`src/rtl/reg_access_master_pkg.sv`:
```
// ---------------------------------------------------------------------------
// reg_access_master_pkg
// Shared constants for the register-file bus initiator: FSM state encoding,
// read-latency range, block-read length limit, write gap length, the board
// register address map and the command-length clamp helper.
// Optional feature macro used by the importing RTL: REG_BLOCK_READ_EN.
// ---------------------------------------------------------------------------
package reg_access_master_pkg;

  typedef enum logic [2:0] {
    ST_IDLE    = 3'd0,
    ST_WRITE   = 3'd1,
    ST_GAP     = 3'd2,
    ST_RD_ADDR = 3'd3,
    ST_RD_WAIT = 3'd4,
    ST_RESP    = 3'd5
  } state_t;

  // Responder read latency supported by the delay counter.
  localparam int RD_LAT_MIN = 1;
  localparam int RD_LAT_MAX = 4;
  localparam int LAT_CNT_W  = 2;  // holds RD_LAT_MAX-1

  // Default block-read limit in quadlets.
  localparam int MAX_LEN_DEF = 16;

  // Idle cycles after each write strobe so every write has its own rising
  // edge of reg_wen (the watchdog clears on that edge).
  localparam int GAP_CYCLES = 1;

  // Board register map (quadlet space).
  localparam logic [15:0] REG_ADDR_STATUS   = 16'h0000;
  localparam logic [15:0] REG_ADDR_PHYCTRL  = 16'h0001;
  localparam logic [15:0] REG_ADDR_PHYDATA  = 16'h0002;
  localparam logic [15:0] REG_ADDR_TIMEOUT  = 16'h0003;
  localparam logic [15:0] REG_ADDR_VERSION  = 16'h0004;
  localparam logic [15:0] REG_ADDR_TEMP     = 16'h0005;
  localparam logic [15:0] REG_ADDR_DIGIN    = 16'h0006;
  localparam logic [15:0] REG_ADDR_PROMSTAT = 16'h0008;

  // A requested length of 0 means one quadlet; anything above the limit
  // is cut to the limit.
  function automatic int clamp_len(input int len, input int max_len);
    if (len == 0)            return 1;
    else if (len > max_len)  return max_len;
    else                     return len;
  endfunction

endpackage

```
`src/rtl/reg_access_master_rd_delay.sv`:
```
// ---------------------------------------------------------------------------
// reg_rd_delay
// Loadable down-counter that times the RD_WAIT state. Loading happens in the
// cycle the read address is first presented; o_done is high in the last
// RD_WAIT cycle, i.e. RD_LATENCY cycles after the load cycle ends.
// Ports:
//   clk     in  clock
//   rst_n   in  asynchronous active-low reset
//   i_load  in  restart the count (RD_ADDR state)
//   o_done  out capture strobe: register read data is valid this cycle
// ---------------------------------------------------------------------------
module reg_rd_delay
  import reg_access_master_pkg::*;
#(
  parameter int RD_LATENCY = 1
) (
  input  logic clk,
  input  logic rst_n,
  input  logic i_load,
  output logic o_done
);

  localparam logic [LAT_CNT_W-1:0] LOAD_VAL = LAT_CNT_W'(RD_LATENCY - 1);

  logic [LAT_CNT_W-1:0] r_cnt;

  // NOTE: sequential state uses non-blocking assignments so every flop samples
  // the pre-edge values of the others; blocking here would create ordering races.
  always_ff @(posedge clk or negedge rst_n) begin
    if (!rst_n) begin
      r_cnt <= '0;
    end else if (i_load) begin
      r_cnt <= LOAD_VAL;
    end else if (r_cnt != '0) begin
      r_cnt <= r_cnt - LAT_CNT_W'(1);
    end
  end

  assign o_done = (r_cnt == '0);

endmodule

```
`src/rtl/reg_access_master.sv`:
```
// ---------------------------------------------------------------------------
// reg_access_master
// Host-side initiator for the board register-file bus. Converts a valid/ready
// command stream (quadlet write, quadlet read, optional block read) into
// sequenced reg_raddr/reg_waddr/reg_wdata/reg_wen cycles and returns read data
// on a valid/ready response stream.
// Configuration macro: REG_BLOCK_READ_EN (defined: cmd_len honoured, block
// reads with address increment; undefined: every read is one quadlet).
// Ports:
//   sysclk, rstn                         clock, async active-low reset
//   cmd_valid/cmd_ready                  command handshake
//   cmd_write, cmd_addr, cmd_wdata       command fields
//   cmd_len                              read quadlet count (0 -> 1, clamped)
//   rsp_valid/rsp_ready                  response handshake
//   rsp_data, rsp_last                   read data, final-quadlet flag
//   reg_raddr, reg_rdata                 register read port
//   reg_waddr, reg_wdata, reg_wen        register write port
//   busy                                 high whenever not IDLE
// ---------------------------------------------------------------------------
module reg_access_master
  import reg_access_master_pkg::*;
#(
  parameter int ADDR_W     = 16,
  parameter int DATA_W     = 32,
  parameter int RD_LATENCY = 1,
  parameter int MAX_LEN    = MAX_LEN_DEF
) (
  input  logic              sysclk,
  input  logic              rstn,
  input  logic              cmd_valid,
  output logic              cmd_ready,
  input  logic              cmd_write,
  input  logic [ADDR_W-1:0] cmd_addr,
  input  logic [DATA_W-1:0] cmd_wdata,
  input  logic [4:0]        cmd_len,
  output logic              rsp_valid,
  input  logic              rsp_ready,
  output logic [DATA_W-1:0] rsp_data,
  output logic              rsp_last,
  output logic [ADDR_W-1:0] reg_raddr,
  output logic [ADDR_W-1:0] reg_waddr,
  output logic [DATA_W-1:0] reg_wdata,
  output logic              reg_wen,
  input  logic [DATA_W-1:0] reg_rdata,
  output logic              busy
);

  state_t              r_state;
  state_t              w_next;
  logic                w_accept;
  logic                w_rsp_hs;
  logic                w_last;
  logic                w_lat_done;
  logic [ADDR_W-1:0]   r_raddr;
  logic [ADDR_W-1:0]   r_waddr;
  logic [DATA_W-1:0]   r_wdata;
  logic [DATA_W-1:0]   r_rsp_data;

  assign w_accept = cmd_valid && (r_state == ST_IDLE);
  assign w_rsp_hs = rsp_ready && (r_state == ST_RESP);

`ifdef REG_BLOCK_READ_EN
  localparam int CNT_W = (MAX_LEN > 1) ? $clog2(MAX_LEN) : 1;

  // Quadlets still to be read after the one currently in flight.
  logic [CNT_W-1:0] r_remain;

  always_ff @(posedge sysclk or negedge rstn) begin
    if (!rstn) begin
      r_remain <= '0;
    end else if (w_accept && !cmd_write) begin
      r_remain <= CNT_W'(clamp_len(int'(cmd_len), MAX_LEN) - 1);
    end else if (w_rsp_hs && !w_last) begin
      r_remain <= r_remain - CNT_W'(1);
    end
  end

  assign w_last = (r_remain == '0);
`else
  // Single-quadlet reads only: the length field has no effect.
  logic w_unused_len;
  assign w_unused_len = ^cmd_len;
  assign w_last       = 1'b1;
`endif

  reg_rd_delay #(
    .RD_LATENCY (RD_LATENCY)
  ) u_rd_delay (
    .clk    (sysclk),
    .rst_n  (rstn),
    .i_load (r_state == ST_RD_ADDR),
    .o_done (w_lat_done)
  );

  always_ff @(posedge sysclk or negedge rstn) begin
    if (!rstn) begin
      r_state <= ST_IDLE;
    end else begin
      r_state <= w_next;
    end
  end

  // NOTE: next-state is assigned a default before the case so no path leaves
  // it unassigned, which would otherwise infer a latch.
  always_comb begin
    w_next = r_state;
    case (r_state)
      ST_IDLE:    if (cmd_valid) w_next = cmd_write ? ST_WRITE : ST_RD_ADDR;
      ST_WRITE:   w_next = ST_GAP;
      ST_GAP:     w_next = ST_IDLE;
      ST_RD_ADDR: w_next = ST_RD_WAIT;
      ST_RD_WAIT: if (w_lat_done) w_next = ST_RESP;
      ST_RESP:    if (rsp_ready) w_next = w_last ? ST_IDLE : ST_RD_ADDR;
      default:    w_next = ST_IDLE;
    endcase
  end

  always_ff @(posedge sysclk or negedge rstn) begin
    if (!rstn) begin
      r_raddr    <= '0;
      r_waddr    <= '0;
      r_wdata    <= '0;
      r_rsp_data <= '0;
    end else begin
      if (w_accept && cmd_write) begin
        r_waddr <= cmd_addr;
        r_wdata <= cmd_wdata;
      end
      if (w_accept && !cmd_write) begin
        r_raddr <= cmd_addr;
      end
`ifdef REG_BLOCK_READ_EN
      else if (w_rsp_hs && !w_last) begin
        r_raddr <= r_raddr + ADDR_W'(1);  // wraps at the top of the space
      end
`endif
      // The address has been stable for RD_LATENCY cycles at this point.
      if (r_state == ST_RD_WAIT && w_lat_done) begin
        r_rsp_data <= reg_rdata;
      end
    end
  end

  // Strobes decode straight from the state register: reg_wen is high only in
  // WRITE, and GAP forces a low cycle before the next write can start.
  assign cmd_ready = (r_state == ST_IDLE);
  assign busy      = (r_state != ST_IDLE);
  assign reg_wen   = (r_state == ST_WRITE);
  assign rsp_valid = (r_state == ST_RESP);
  assign rsp_last  = rsp_valid && w_last;
  assign rsp_data  = r_rsp_data;
  assign reg_raddr = r_raddr;
  assign reg_waddr = r_waddr;
  assign reg_wdata = r_wdata;

endmodule

```
`config.mk`:
```
export PLATFORM = sky130hd
export DESIGN_NAME = reg_access_master
export DESIGN_NICKNAME = d
export VERILOG_FILES = /design/src/rtl/reg_access_master_pkg.sv /design/src/rtl/reg_access_master_rd_delay.sv /design/src/rtl/reg_access_master.sv
export SDC_FILE = /design/constraint.sdc
export NUM_CORES = 1
export LEC_CHECK = 0
export ABC_CLOCK_PERIOD_IN_PS = 5420
export CORE_MARGIN = 2
export CORE_UTILIZATION = 44
export DETAILED_ROUTE_END_ITERATION = 12
export PLACE_DENSITY = 0.95
export SLEW_MARGIN = 20
export SYNTH_ARGS = -nofsm -noshare
export SYNTH_HDL_FRONTEND = slang
export SYNTH_SLANG_ARGS = --single-unit
```
`constraint.sdc`:
```
create_clock -name sysclk -period 5.42 [get_ports sysclk]
set_clock_uncertainty 0.15 [all_clocks]
set_input_delay 0.813 -clock sysclk [delete_from_list [all_inputs] [get_ports sysclk]]
set_output_delay 0.813 -clock sysclk [all_outputs]
set_load 0.05 [all_outputs]
```
; Word level (Yosys, flattened, before mapping)
; Index checks and enable logic that the tools add are counted.
[totals]
register_bits = 101
latch_bits = 0
ram_bits = 0
rom_bits = 0
inputBits = 90
word_cells = 32
n_memories = 0
[classes]
add_sub_neg = 1
n_mul = 0
div_mod_pow = 0
order_cmp = 0
n_eq_ne = 7
n_shift = 0
muxes = 7
bitwise_logic = 0
n_reduce_logical = 11
[op_table]
columns = cell, count
row1 = one-hot mux 3 bit (5 select lines), 1
row2 = 2-to-1 mux 3 bit, 3
row3 = "equality test 3 bit, second input constant", 2
row4 = 2-to-1 mux 2 bit, 3
row5 = "!= test 2 bit, second input constant", 3
row6 = logical AND 1 bit, 4
row7 = nonzero test 2 bit, 2
row8 = "equality test 3 x 1 -> 1 bit, second input constant", 1
row9 = "equality test 3 x 2 -> 1 bit, second input constant", 1
row10 = logical NOT 3 bit, 1
row11 = AND reduction 3 bit, 1
row12 = nonzero test 3 bit, 1
row13 = logical NOT 2 bit, 1
row14 = "subtractor 2 x 1 -> 2 bit, second input constant", 1
row15 = logical NOT 1 bit, 1

; Logic depth before layout (Yosys ltp)
[depth]
ltp_word = 3
mapped_depth = 7

; Modules after synthesis
; Synthesis repeated with hierarchy kept, for this count alone.
[unflattened]
cells_unflattened = 237
hier_area_um2 = 4031.4
[modules_own_cells]
columns = mod, n_inst, cells_each, area_per_inst_um2, seq_area_each_um2
row1 = reg_access_master, 1, 228, 3935.0, 2477.4
row2 = reg_rd_delay, 1, 9, 96.3, 50.0

; Least setup slack after synthesis
; Ideal clock, no wire load.
[synth_timing]
path_type = reg-to-output
from = register r_state[0]
to = output port reg_wen
arrival_time_ps = 1666
t_required_ps = 4457
path_slack_ps = 2791
path_stages_with_launch = 3
n_path_buf = 1
cell_sequence = dfrtp_1 > clkbuf_2 > nor3b_1
[synth_via]
elab_chain_len = 1
[synth_lines]
columns = item, line_no
row1 = start: declaration, reg_access_master.sv:48  ; state_t r_state;
row2 = start signal: assignment, reg_access_master.sv:99  ; r_state <= w_next;
row3 = equality test 3 x 1 -> 1 bit, reg_access_master.sv:148  ; assign reg_wen = (r_state == ST_WRITE);
row4 = end: declaration, reg_access_master.sv:43  ; output logic reg_wen,
; Every way passes these cells.

; Worst setup path after layout
[layout_timing]
from = register r_state[2]
to = output port cmd_ready
[layout_via]
elab_chain_len = 1
[layout_lines]
columns = item, line_no
row1 = logical NOT 3 bit, reg_access_master.sv:146  ; assign cmd_ready = (r_state == ST_IDLE);
row2 = end: declaration, reg_access_master.sv:31  ; output logic cmd_ready,
; Every way passes these cells.

==> impl_metrics.json <==
{
  "ys.flop_type": "dfrtp_1",
  "track_usage_pct": 19.9,
  "tns_ps": 0,
  "hold_class": "input port to asynchronous set/reset pin",
  "multiInputGateArea_um2": 1320,
  "finalSetupViolCount": 0,
  "cp_data_arrival_time_ps": 1980,
  "die_x_um": 99.2,
  "fin_crit_ps": 2940,
  "layout.nets": 514,
  "viasPerCell": 4.89,
  "antenna_found_initial": 0,
  "cts_resized": 0,
  "synth_top_area_share_pct": 63.4,
  "finalWorstSetupSlack_ps": 2480,
  "die_h_um": 99.2,
  "synth_commonest_cells": "101 x dfrtp_1, 75 x mux2_2, 20 x mux2_4",
  "cts_tree": "yes",
  "clk_latency_ps": 350,
  "cts_made_buffers": 9,
  "synthCells": 238,
  "finalHoldViolCount": 0,
  "worstPathRequired_ps": 4460,
  "route.detailed.drc": 0,
  "path_max_fanout": 9,
  "core_um2": 8760,
  "maxSlewHeadroom_pct": 47.7,
  "regArea_um2": 2530,
  "status": "finished, final reports clean",
  "maxClockFrequency_mhz": 340,
  "place_ws_ps": 2660,
  "fin_crit_sh_pct": 54.3,
  "drive_above_1_share_pct": 27.3,
  "postRouteAntennaNets": 0,
  "placed_cell_area_um2": 5860,
  "worst_pin_slew_ps": 784,
  "grt_max_degree": 54,
  "maxCapViolCount": 0,
  "grt_overflow_total": 0,
  "grt_pass1_vias": 2920,
  "cts_buffer_depth": 2,
  "synth_area_um2": 3990,
  "reg2regPathDepth": 3,
  "synth_edf_count": 0,
  "start_util_pct": 45.5,
  "clock_tree.root_cell": "clkbuf_8",
  "syn_avg_cell_area_um2": 16.8,
  "fp-row-count": 34,
  "postCtsHoldBufs": 0,
  "slew_viol_final": 0,
  "synth.most_common_cell": "dfrtp_1",
  "cts.sinks": 101,
  "io_buffers": 185,
  "routedWlPerCell_um": 17.7,
  "gp_congestion": 0.742,
  "synth-seq-area-share_pct": 63.4,
  "syn_to_final_growth_pct": 51.9,
  "critPathLaunchType": "register",
  "synth-seq-cells": 101,
  "ys_top_cells_by_area": "dfrtp_1 63%, mux2_2 21%, mux2_4 7.5%",
  "async_flop_share_pct": 100,
  "synth_top_area_cell": "dfrtp_1",
  "grt_pass1_wl_um": 15300,
  "cp-end-kind": "primary output",
  "die_area_um2": 9840,
  "path_clk_slew_ps": 100,
  "worstSetupPathType": "register to primary output",
  "htree_levels": 3,
  "fin_area_um2": 6060,
  "rsz0062_at_grt": "false",
  "drtIter0Drc": 80,
  "dr.pass1.iters": 4,
  "vias": 2621,
  "final_core_util_pct": 69.1,
  "synth_nets": 329,
  "hpwlAfterDp_um": 7100,
  "boundaryPins": 191,
  "routed_wl_um": 9470,
  "synth_cell_types": 24,
  "final.fill_count": 620,
  "diodes": 0,
  "cts_setup_buffers": 0,
  "yosys_warnings": 0
}
worst max-delay path: stages (launching register included):
cell	delay, ps
dfrtp_1	490
nor3_4	290
clkdlybuf4s50_1	850
cell type report:
cell class / count / area share, %
clock inverter: 7 / 1.28
sequential: 101 / 41.7
inverter: 3 / 0.186
multi-input combinational: 121 / 21.8
tap: 108 / 2.23
clock buffer: 9 / 2.05
timing repair buffer: 187 / 30.8
flip-flops by register name (all words and copies together), names as in the netlist:
signal / cells
reg_wdata: 32
rsp_data: 32
reg_raddr: 16
reg_waddr: 16
r_state: 3
u_rd_delay.r_cnt: 2
placed cells by master, fill, tap and decap left out:
cell and n:
a21oi_1 3, inv_6 4, nor3b_1 1, xor2_1 1
bufinv_16 1, mux2_4 20, nand2_1 2, clkinv_2 1
ha_1 1, nor2_1 6, clkdlybuf4s50_1 184, clkbuf_8 9
and3_4 1, clkinvlp_4 1, nor2b_1 3, a21o_1 1
o21ai_0 1, mux2_2 75, dfrtp_1 101, nand2_2 1
inv_1 3, and3b_1 2, nor3_4 1, nor3_1 1
buf_4 3, mux2_1 1
per-stage QoR:
step	instances	hold slack, ps
floorplan	238	334
global placement	520	325
detailed placement	520	328
CTS	536	313
global route	536	347
finish	536	305
final timing paths:
path                                             endpoint                     from  slack (ps)
worst max-delay path                            cmd_ready   r_state[2]$_DFFE_PN0P_        2480
max in group asynchronous        rsp_data[17]$_DFFE_PN0P_                     rstn        3690
min in group sysclk               rsp_data[7]$_DFFE_PN0P_  rsp_data[7]$_DFFE_PN0P_         350
worst max register to register  reg_wdata[15]$_DFFE_PN0P_   r_state[2]$_DFFE_PN0P_        3190
worst min-delay path             rsp_data[15]$_DFFE_PN0P_                     rstn         300
worst min register to register    rsp_data[7]$_DFFE_PN0P_  rsp_data[7]$_DFFE_PN0P_         350
logic make-up after synthesis:
kind of cell | after synthesis | synth area share (%)
mux | 96 | 29.0
buf+inv | 16 | 3.58
compound gates | 5 | 0.690
simple gates | 18 | 2.82
fa+ha+maj | 1 | 0.314
xor+xnor | 1 | 0.220
flops | 101 | 63.4
per-layer routing:
layer / wire length (um) / GRT usage (%) / part of all wire (%) / vias to the layer above
met4: 294 / 8.64 / 3.1 / 0
met1: 3570 / 23.3 / 38 / 1280
met3: 813 / 6.89 / 8.6 / 23
met5: 0 / 0 / 0 / -
met2: 4790 / 33.4 / 51 / 128
li1: - / - / - / 1190
Power is left out: the tool's default activity adds up to more than one toggle a clock period on the data nets, which glitch-free logic cannot reach.
